File: src/rtl/fpu_mul_pkg.sv
// Shared types and widths for the FPU_MUL mantissa datapath.
// Imported by the iterative multiplier and its rounding stage.
package fpu_mul_pkg;

  localparam int MAN_W   = 24;
  localparam int RADIX_W = 4;

  typedef enum logic [1:0] {
    RM_RNE = 2'b00,
    RM_RTZ = 2'b01,
    RM_RHA = 2'b10
  } round_mode_e;

  typedef enum logic [1:0] {
    IDLE = 2'b00,
    CALC = 2'b01,
    NORM = 2'b10,
    DONE = 2'b11
  } mul_state_e;

endpackage

File: src/rtl/mul_man_round.sv
// Normalise a 2N-bit mantissa product, derive guard/sticky and round.
// Purely combinational so a pipelined multiplier can reuse it.
module mul_man_round
  import fpu_mul_pkg::*;
#(
  parameter int SIZE_DATA = MAN_W
) (
  input  logic [2*SIZE_DATA-1:0] prod,
  input  logic [1:0]             mode,
  output logic [SIZE_DATA-1:0]   mant,
  output logic                   over,
  output logic                   carry,
  output logic                   inexact
);

  localparam int N = SIZE_DATA;

  logic [N-1:0] m;
  logic         g;
  logic         s;
  logic         inc;
  logic [N:0]   sum;

  always_comb begin
    over = prod[2*N-1];
    if (over) begin
      m = prod[2*N-1:N];
      g = prod[N-1];
      s = |prod[N-2:0];
    end else begin
      m = prod[2*N-2:N-1];
      g = prod[N-2];
      s = |prod[N-3:0];
    end
  end

  // Encoding 2'b11 has no enum member and falls back to RNE.
  always_comb begin
    unique case (mode)
      RM_RTZ:  inc = 1'b0;
      RM_RHA:  inc = g;
      default: inc = g & (s | m[0]);
    endcase
  end

  always_comb begin
    sum     = {1'b0, m} + {{N{1'b0}}, inc};
    carry   = sum[N];
    mant    = carry ? {1'b1, {(N-1){1'b0}}} : sum[N-1:0];
    inexact = g | s;
  end

endmodule

File: src/rtl/mul_man_iter.sv
// Iterative radix-2^RADIX_BITS mantissa multiplier with
// normalisation, selectable rounding and valid/ready handshakes.
module mul_man_iter
  import fpu_mul_pkg::*;
#(
  parameter int SIZE_DATA  = MAN_W,
  parameter int RADIX_BITS = RADIX_W
) (
  input  logic                 i_clk,
  input  logic                 i_rst,
  input  logic                 i_valid,
  output logic                 o_ready,
  input  logic [SIZE_DATA-1:0] i_data_a,
  input  logic [SIZE_DATA-1:0] i_data_b,
  input  logic [1:0]           i_round_mode,
  output logic                 o_valid,
  input  logic                 i_ready,
  output logic [SIZE_DATA-1:0] o_data_mul,
  output logic                 o_over_flag,
  output logic                 o_round_carry,
  output logic                 o_inexact
);

  localparam int N    = SIZE_DATA;
  localparam int R    = RADIX_BITS;
  localparam int ITER = N / R;
  localparam int CW   = (ITER > 1) ? $clog2(ITER) : 1;

  if (N % R != 0) begin : g_bad_radix
    $error("RADIX_BITS must divide SIZE_DATA");
  end

  mul_state_e     state;
  logic [2*N-1:0] a_sh;
  logic [N-1:0]   b_sh;
  logic [1:0]     mode_q;
  logic [2*N-1:0] acc;
  logic [CW-1:0]  cnt;
  logic [2*N-1:0] pp;

  logic [N-1:0]   r_mant;
  logic           r_over;
  logic           r_carry;
  logic           r_inexact;

  // Multiplicand is pre-shifted so each digit product lands in place.
  always_comb pp = a_sh * {{(2*N-R){1'b0}}, b_sh[R-1:0]};

  mul_man_round #(.SIZE_DATA(N)) u_round (
    .prod    (acc),
    .mode    (mode_q),
    .mant    (r_mant),
    .over    (r_over),
    .carry   (r_carry),
    .inexact (r_inexact)
  );

  always_ff @(posedge i_clk) begin
    if (i_rst) begin
      state         <= IDLE;
      a_sh          <= '0;
      b_sh          <= '0;
      mode_q        <= '0;
      acc           <= '0;
      cnt           <= '0;
      o_ready       <= 1'b1;
      o_valid       <= 1'b0;
      o_data_mul    <= '0;
      o_over_flag   <= 1'b0;
      o_round_carry <= 1'b0;
      o_inexact     <= 1'b0;
    end else begin
      unique case (state)
        IDLE: begin
          if (i_valid) begin
            a_sh    <= {{N{1'b0}}, i_data_a};
            b_sh    <= i_data_b;
            mode_q  <= i_round_mode;
            acc     <= '0;
            cnt     <= '0;
            o_ready <= 1'b0;
            state   <= CALC;
          end
        end
        CALC: begin
          acc  <= acc + pp;
          a_sh <= a_sh << R;
          b_sh <= b_sh >> R;
          cnt  <= cnt + 1'b1;
          if (cnt == CW'(ITER-1)) state <= NORM;
        end
        NORM: begin
          o_data_mul    <= r_mant;
          o_over_flag   <= r_over;
          o_round_carry <= r_carry;
          o_inexact     <= r_inexact;
          o_valid       <= 1'b1;
          state         <= DONE;
        end
        DONE: begin
          if (i_ready) begin
            o_valid <= 1'b0;
            o_ready <= 1'b1;
            state   <= IDLE;
          end
        end
        default: state <= IDLE;
      endcase
    end
  end

endmodule
File: config.mk
export PLATFORM = sky130hd
export DESIGN_NAME = mul_man_iter
export DESIGN_NICKNAME = d
export VERILOG_FILES = /design/src/rtl/fpu_mul_pkg.sv /design/src/rtl/mul_man_round.sv /design/src/rtl/mul_man_iter.sv
export SDC_FILE = /design/constraint.sdc
export NUM_CORES = 1
export LEC_CHECK = 0
export CAP_MARGIN = 0
export CORE_UTILIZATION = 60
export CTS_CLUSTER_DIAMETER = 150
export CTS_CLUSTER_SIZE = 16
export DETAILED_ROUTE_END_ITERATION = 8
export PLACE_DENSITY_LB_ADDON = 0.2
export SYNTH_ARGS = -nofsm -noshare
export SYNTH_HDL_FRONTEND = slang
export SYNTH_SLANG_ARGS = --single-unit
export TNS_END_PERCENT = 10
File: constraint.sdc
create_clock -name i_clk -period 13.17 [get_ports i_clk]
set_input_delay 2.634 -clock i_clk [delete_from_list [all_inputs] [get_ports i_clk]]
set_output_delay 2.634 -clock i_clk [all_outputs]
set_load 0.01 [all_outputs]
==> metrics.yaml, run 1 <==
status:
  status: "complete, no violations"
sta:
  finalSetupViolCount: 0
  drv_slew: 0
  fmax_ghz: 0.177
  timing.final.crit_share_pct: 42.9
  skew_ns: 0.0148
  fin_setup_tns_ns: 0
  worstMarginPinSlew_ns: 1.06
  max-slew-margin-rel_pct: 29.6
  rsz0062_at_grt: "false"
  period_needed_ns: 5.65
  finalHoldViolCount: 0
detailed_routing:
  via_count: 11600
  drt_drc_violations_left: 0
  avgRoutedWirePerCell_microns: 16.9
  firstDrtPassIters: 5
  dr.first_iter.drc_count: 787
  drt-total-wl_microns: 33500
  ant_nets: 0
  via_per_inst: 5.85
pwr:
  p_sw_share_pct: 46.1
  peakVddDrop_mv: 0.125
  power_switching_mw: 1.06
  p_per_area_nw_per_um2: 148
  leakage_nw: 6.84
  pwr-share-clk_pct: 22.6
  comb_power_share_pct: 47.5
  intPower_mw: 1.24
  sequentialPowerShare_pct: 29.9
finish:
  drive_above_1_share_pct: 4.61
  fin_area_sq_um: 15500
  layout.nets: 1926
  area_delta_synth_final_pct: 11.2
  diodes: 0
clock_network:
  cts.clk_slew.worst_paths_ns: 0.07
  cts_sinks: 156
  htree_levels: 4
  post_cts_resized: 0
  cts_made_buffers: 17
  cts_buffer_depth: 2
  tritoncts: "yes"
  insertion_delay_ns: 0.44
  cts_hold_buf: 0
  clockRootBuffer: "clkbuf_16"
  cts_setup_buffers: 0
synthesis:
  synth-seq-cells: 156
  ys_warn_count: 0
  avgSynthCellArea_sq_um: 8.46
  yosysTopAreaCellShare_pct: 22.4
  yosysSeqAreaShare_pct: 22.4
  syn-cell-area_sq_um: 14000
  ys_types: 82
  synthArstFlopShare_pct: 0
  syn_nets: 1900
  synth_edf_count: 0
  synthFlopType: "dfxtp_1"
  synth_top_cell_by_area: "dfxtp_1"
  ys_top_cells_by_count: "inv_1, and2_1, dfxtp_1, nor2_1, fa_1"
  synthTopCellsByArea: "dfxtp_1, fa_1, and2_1"
  synthCells: 1652
  synth.most_common_cell: "inv_1"
global_route:
  grt_pass1_vias: 11400
  antenna_found_initial: 0
  grt_max_degree: 100
  grt_pass1_wl_microns: 56800
  track_usage_pct: 29.7
  overflow: 0
die:
  die_x_microns: 155
  die_h_microns: 155
  dieArea_sq_um: 23900
  coreArea_sq_um: 22700
  start_util_pct: 61.5
  ios: 83
  rows: 55
worst_setup_path:
  crit_arrival_ns: 6.03
  endpoint_kind: "flip-flop"
  critPathLaunchType: "flip-flop"
  required_ns: 13.55
  crit_path_max_fanout: 26
  critPathKind: "flip-flop to flip-flop"
place:
  port_buffers: 82
  placedInstanceArea_sq_um: 14900
  gp_congestion: 0.955
  detailed_place_hpwl_microns: 25300
hold_path:
  holdCritPathClass: "flip-flop to flip-flop"
job:
  max-cap-violations: 0
## power groups by stage
stage	combinational, mW	clock (mW)	sequential (mW)
floorplan	0.844	0	0.635
global placement	1.06	0	0.689
detailed placement	1.08	0	0.694
CTS	1.09	0.525	0.683
global route	1.23	0.548	0.700
finish	1.09	0.519	0.685
## final timing paths
check / end / slack (ns) / cells past startpoint / startpoint
setup / recovery: acc[44] / 7.52 / 17 / b_sh[2]
hold / removal: acc[6] / 0.45 / 2 / acc[6]
setup reg to reg: acc[44] / 7.52 / 17 / b_sh[2]
hold reg to reg: acc[6] / 0.45 / 2 / acc[6]
## layer usage
metal | track usage [%] | wire, microns
met1 | 41.8 | 15700
met2 | 46.7 | 15000
met3 | 6.08 | 2280
met4 | 7.78 | 558
met5 | 0 | 0
## layout by cell type, fill, tap and decap left out, types with 18 or more instances in the layout
cell type        count
inv_1              231
a21oi_1             82
xnor2_1             37
and2_1             172
a22o_1              21
a211oi_1            43
ha_1                59
nor2_1             151
a21o_1              24
fa_1               134
dfxtp_1            155
nand3_1             27
mux2i_1             48
clkdlybuf4s50_1     81
nor3_1              19
nand2_1             89
o21ai_0             32
nand4_1             18
a22oi_1             58
## metrics by stage
step / power, mW / setup WS, ns / utilization, % / hold slack (ns) / instances
2_1_floorplan: 1.48 / 8.52 / - / 0.432 / 1652
3_3_place_gp: 1.74 / 7.72 / 65.7 / 0.438 / 1944
3_5_place_dp: 1.77 / 7.62 / 65.7 / 0.447 / 1944
4_1_cts: 2.30 / 7.60 / 68.4 / 0.453 / 1976
5_1_grt: 2.48 / 7.22 / 68.4 / 0.471 / 1976
6_report: 2.29 / 7.52 / 68.4 / 0.454 / 1976
## layout make-up
type                       count  area, sq um
inverter                     233          875
multi-input combinational   1175         9640
timing repair buffer          95          916
tap                          285          357
fill                        1908         7180
clock buffer                  17          425
sequential                   156         3120
clock inverter                15          195
## state kept, by name, summed over array words and instances (netlist names)
name           flops
a_sh              48
mode_q             2
o_ready            1
o_valid            1
o_round_carry      1
o_inexact          1
b_sh              24
acc               48
state              2
o_over_flag        1
cnt                3
o_data_mul        24
## cell families (layout without fill, tap and decap cells)
kind of cell / count (synthesis) / after routing / share of synthesized area, %
AOI/OAI and AO/OA: 355 / 355 / 18.1
xor gates and xnor gates: 54 / 54 / 3.39
DFF: 156 / 156 / 22.4
and+or+nand+nor: 522 / 522 / 19.2
muxes: 50 / 50 / 3.62
buffers and inverters: 321 / 360 / 8.75
adders and majority gates: 194 / 194 / 24.6
## critical path, cell delays in order (launching register included)
cell and delay (ns):
dfxtp_1 0.84, buf_4 0.39, and2_1 0.21, fa_1 0.45, fa_1 0.54, inv_1 0.05
fa_1 0.51, inv_1 0.05, ha_1 0.41, nand4_1 0.27, nor4_2 0.49, nand3_1 0.19
a31oi_1 0.25, o31ai_1 0.17, a21oi_2 0.25, a31oi_1 0.14, mux2_1 0.33, nand3_1 0.06
Power figures use the tool's default switching activity.
==> run 2, diff against run 1 <==
--- a/config.mk
+++ b/config.mk
@@ -6,7 +6,7 @@
 export NUM_CORES = 1
 export LEC_CHECK = 0
 export CAP_MARGIN = 0
-export CORE_UTILIZATION = 60
+export CORE_UTILIZATION = 56
 export CTS_CLUSTER_DIAMETER = 150
 export CTS_CLUSTER_SIZE = 16
 export DETAILED_ROUTE_END_ITERATION = 8
==> constraint.sdc (replaced) <==
create_clock -name i_clk -period 4.8 [get_ports i_clk]
set_input_delay 0.96 -clock i_clk [delete_from_list [all_inputs] [get_ports i_clk]]
set_output_delay 0.96 -clock i_clk [all_outputs]
set_load 0.01 [all_outputs]
==> run 2 against run 1 <==
  * Setup slack got worse by 7.4 ns
  * Combinational power increased to 3.2 times the previous value
  * Maximum frequency increased by 22%
  * Sequential cell count did not move
  * Largest cell class unchanged
  * Largest power group unchanged
  * Critical endpoint unchanged
  * Via count increased by 1.2%
==> metrics.yaml, run 2 (synthesis gave the netlist of run 1 again) <==
status:
  status: "complete, no violations"  # unchanged
clock_network:
  htree_levels: 4  # unchanged
  cts.clk_slew.worst_paths_ns: 0.07  # about the same
  cts_buffer_depth: 2  # unchanged
  cts_sinks: 156  # unchanged
  cts_made_buffers: 17  # unchanged
  clockRootBuffer: "clkbuf_16"  # unchanged
  insertion_delay_ns: 0.43  # was 0.44 ns
  tritoncts: "yes"  # unchanged
place:
  port_buffers: 82  # unchanged
  detailed_place_hpwl_microns: 26300  # was 25,300 microns
  placedInstanceArea_sq_um: 15300  # was 14,900 sq um
  gp_congestion: 0.937  # was 0.955
  pre_cts_ws_ns: 0.0376  # was 7.62 ns
sta:
  fin_ws_ns: 0.168  # was 7.52 ns
  finalSetupViolCount: 0  # unchanged
  worstMarginPinSlew_ns: 0.932  # was 1.06 ns
  finalHoldViolCount: 0  # unchanged
  timing.final.crit_share_pct: 96.5  # was 42.9%
  whs_ns: 0.461  # was 0.454 ns
  skew_ns: 0.0128  # was 0.0148 ns
  drv_slew: 0  # unchanged
  period_needed_ns: 4.63  # was 5.65 ns
  max-slew-margin-rel_pct: 37.7  # was 29.6%
  fmax_ghz: 0.216  # was 0.177 GHz
pwr:
  sequentialPowerShare_pct: 27.0  # was 29.9%
  leakage_nw: 7.09  # was 6.84 nW
  peakVddDrop_mv: 0.576  # was 0.125 mV
  intPower_mw: 3.68  # was 1.24 mW
  p_sw_share_pct: 45.3  # was 46.1%
  power_switching_mw: 3.05  # was 1.06 mW
  pwr-share-clk_pct: 20.6  # was 22.6%
  comb_power_share_pct: 52.4  # was 47.5%
  p_per_area_nw_per_um2: 416  # was 148 nW/um^2
  power_mw: 6.72  # was 2.29 mW
finish:
  drive_above_1_share_pct: 8.63  # was 4.61%
  area_delta_synth_final_pct: 15.8  # was 11.2%
  largestRegisters: "a_sh x48, acc x48"  # unchanged
  utilization_pct: 66.3  # was 68.4%
  diodes: 0  # unchanged
  final_cell_mix: "inv_1, and2_1, dfxtp_1, nor2_1, fa_1"  # unchanged
  fin_area_sq_um: 16200  # was 15,500 sq um
  final_common_cell: "inv_1"  # unchanged
  layout.nets: 1974  # was 1,926
global_route:
  track_usage_pct: 27.8  # was 29.7%
  grt_max_degree: 88  # was 100
  grt_pass1_wl_microns: 58000  # was 56,800 microns
  grt_pass1_vias: 11500  # was 11,400
  antenna_found_initial: 0  # unchanged
  overflow: 0  # unchanged
worst_setup_path:
  crit_path_max_fanout: 20  # was 26
  reg2reg_slack_ns: 0.17  # was 7.52 ns
  reg2regPathDepth: 18  # was 17
  crit_arrival_ns: 5.01  # was 6.03 ns
  critPathLaunchType: "flip-flop"  # unchanged
  endpoint_kind: "flip-flop"  # unchanged
  reg2reg_to: "acc[44]"  # unchanged
  critPathKind: "flip-flop to flip-flop"  # unchanged
  r2r-start: "b_sh[3]"  # was b_sh[2]
  setup.worst_path.start: "b_sh[3]"  # was b_sh[2]
  required_ns: 5.17  # was 13.55 ns
detailed_routing:
  avgRoutedWirePerCell_microns: 16.8  # was 16.9 microns
  dr.first_iter.drc_count: 881  # was 787
  via_count: 11700  # was 11,600
  drt_drc_violations_left: 0  # unchanged
  via_per_inst: 5.67  # was 5.85
  ant_nets: 0  # unchanged
  firstDrtPassIters: 5  # unchanged
  drt-total-wl_microns: 34700  # was 33,500 microns
hold_path:
  holdCritPathClass: "flip-flop to flip-flop"  # unchanged
  hold_end: "o_data_mul[3]"  # was acc[6]
  min_from: "o_data_mul[3]"  # was acc[6]
  worst_hold_path.num_cells: 2  # unchanged
die:
  start_util_pct: 57.3  # was 61.5%
  rows: 57  # was 55
  ios: 83  # unchanged
  dieArea_sq_um: 25600  # was 23,900 sq um
  die_h_microns: 160  # was 155 microns
  die_x_microns: 160  # was 155 microns
  coreArea_sq_um: 24400  # was 22,700 sq um
job:
  max-cap-violations: 0  # unchanged
-- run 2: cell types whose count changed in the layout (fill, tap and decap cells not counted), sizes merged --
cell	before	now
clkinv	7	6
inv	238	240
buf	14	61
bufinv	1	0
clkbuf	17	18
-- run 2: critical path, stage by stage (launching register included) --
cell	delay, ns
dfxtp_2	0.35
buf_12	0.15
and2_1	0.16
fa_1	0.52
fa_1	0.55
inv_1	0.05
fa_1	0.50
inv_1	0.05
ha_2	0.38
and3_4	0.21
nand4_1	0.16
a211o_1	0.37
a31oi_1	0.20
o31ai_1	0.10
buf_4	0.16
a21oi_4	0.17
a31oi_1	0.11
mux2_1	0.32
nand3_1	0.06
-- run 2: through the flow --
stage	TNS, ns	instances
2_1_floorplan	0	1652
3_3_place_gp	0	2024
3_5_place_dp	0	2024
4_1_cts	0	2056
5_1_grt	-0.0720	2063
6_report	0	2063
-- run 2: how the worst max path moves through the flow --
stage                     endpoint  slack [ns]  depth (start not counted)
final                      acc[44]        0.17                         18
after global placement     acc[47]        0.08                         18
after floorplan            acc[22]        0.15                         19
after detailed placement   acc[47]        0.04                         18
after CTS                  acc[47]        0.05                         18
after global routing       acc[25]       -0.03                         16
-- run 2: power groups by stage --
stage	logic [mW]	clock network (mW)	registers [mW]
final	3.52	1.39	1.82
after CTS	3.35	1.40	1.80
after global routing	3.91	1.45	1.85
after floorplan	2.32	0	1.74
after global placement	3.28	0	1.82
after detailed placement	3.33	0	1.83
-- run 2: area by class of cell --
cell class	instances	area, sq um
Sequential cell	156	3130
Tap cell	324	405
Clock inverter	15	174
Clock buffer	17	425
Multi-Input combinational cell	1175	9800
Fill cell	2036	8220
Inverter	233	875
Timing Repair Buffer	143	1360
-- run 2: what timing repair did --
item / CTS / global route
buffers inserted: 0 / 6
gates resized for setup: 0 / 38
hold endpoints to repair: 0 / 0
endpoints found under the setup margin: 0 / 22
hold buffers: 0 / 0
-- run 2: layer usage --
metal	up-vias	global-route usage [%]	share of wire, %
li1	5686	-	-
met1	5628	40.1	48
met2	349	44.1	45
met3	37	3.64	5.3
met4	0	7.10	1.6
met5	-	0	0
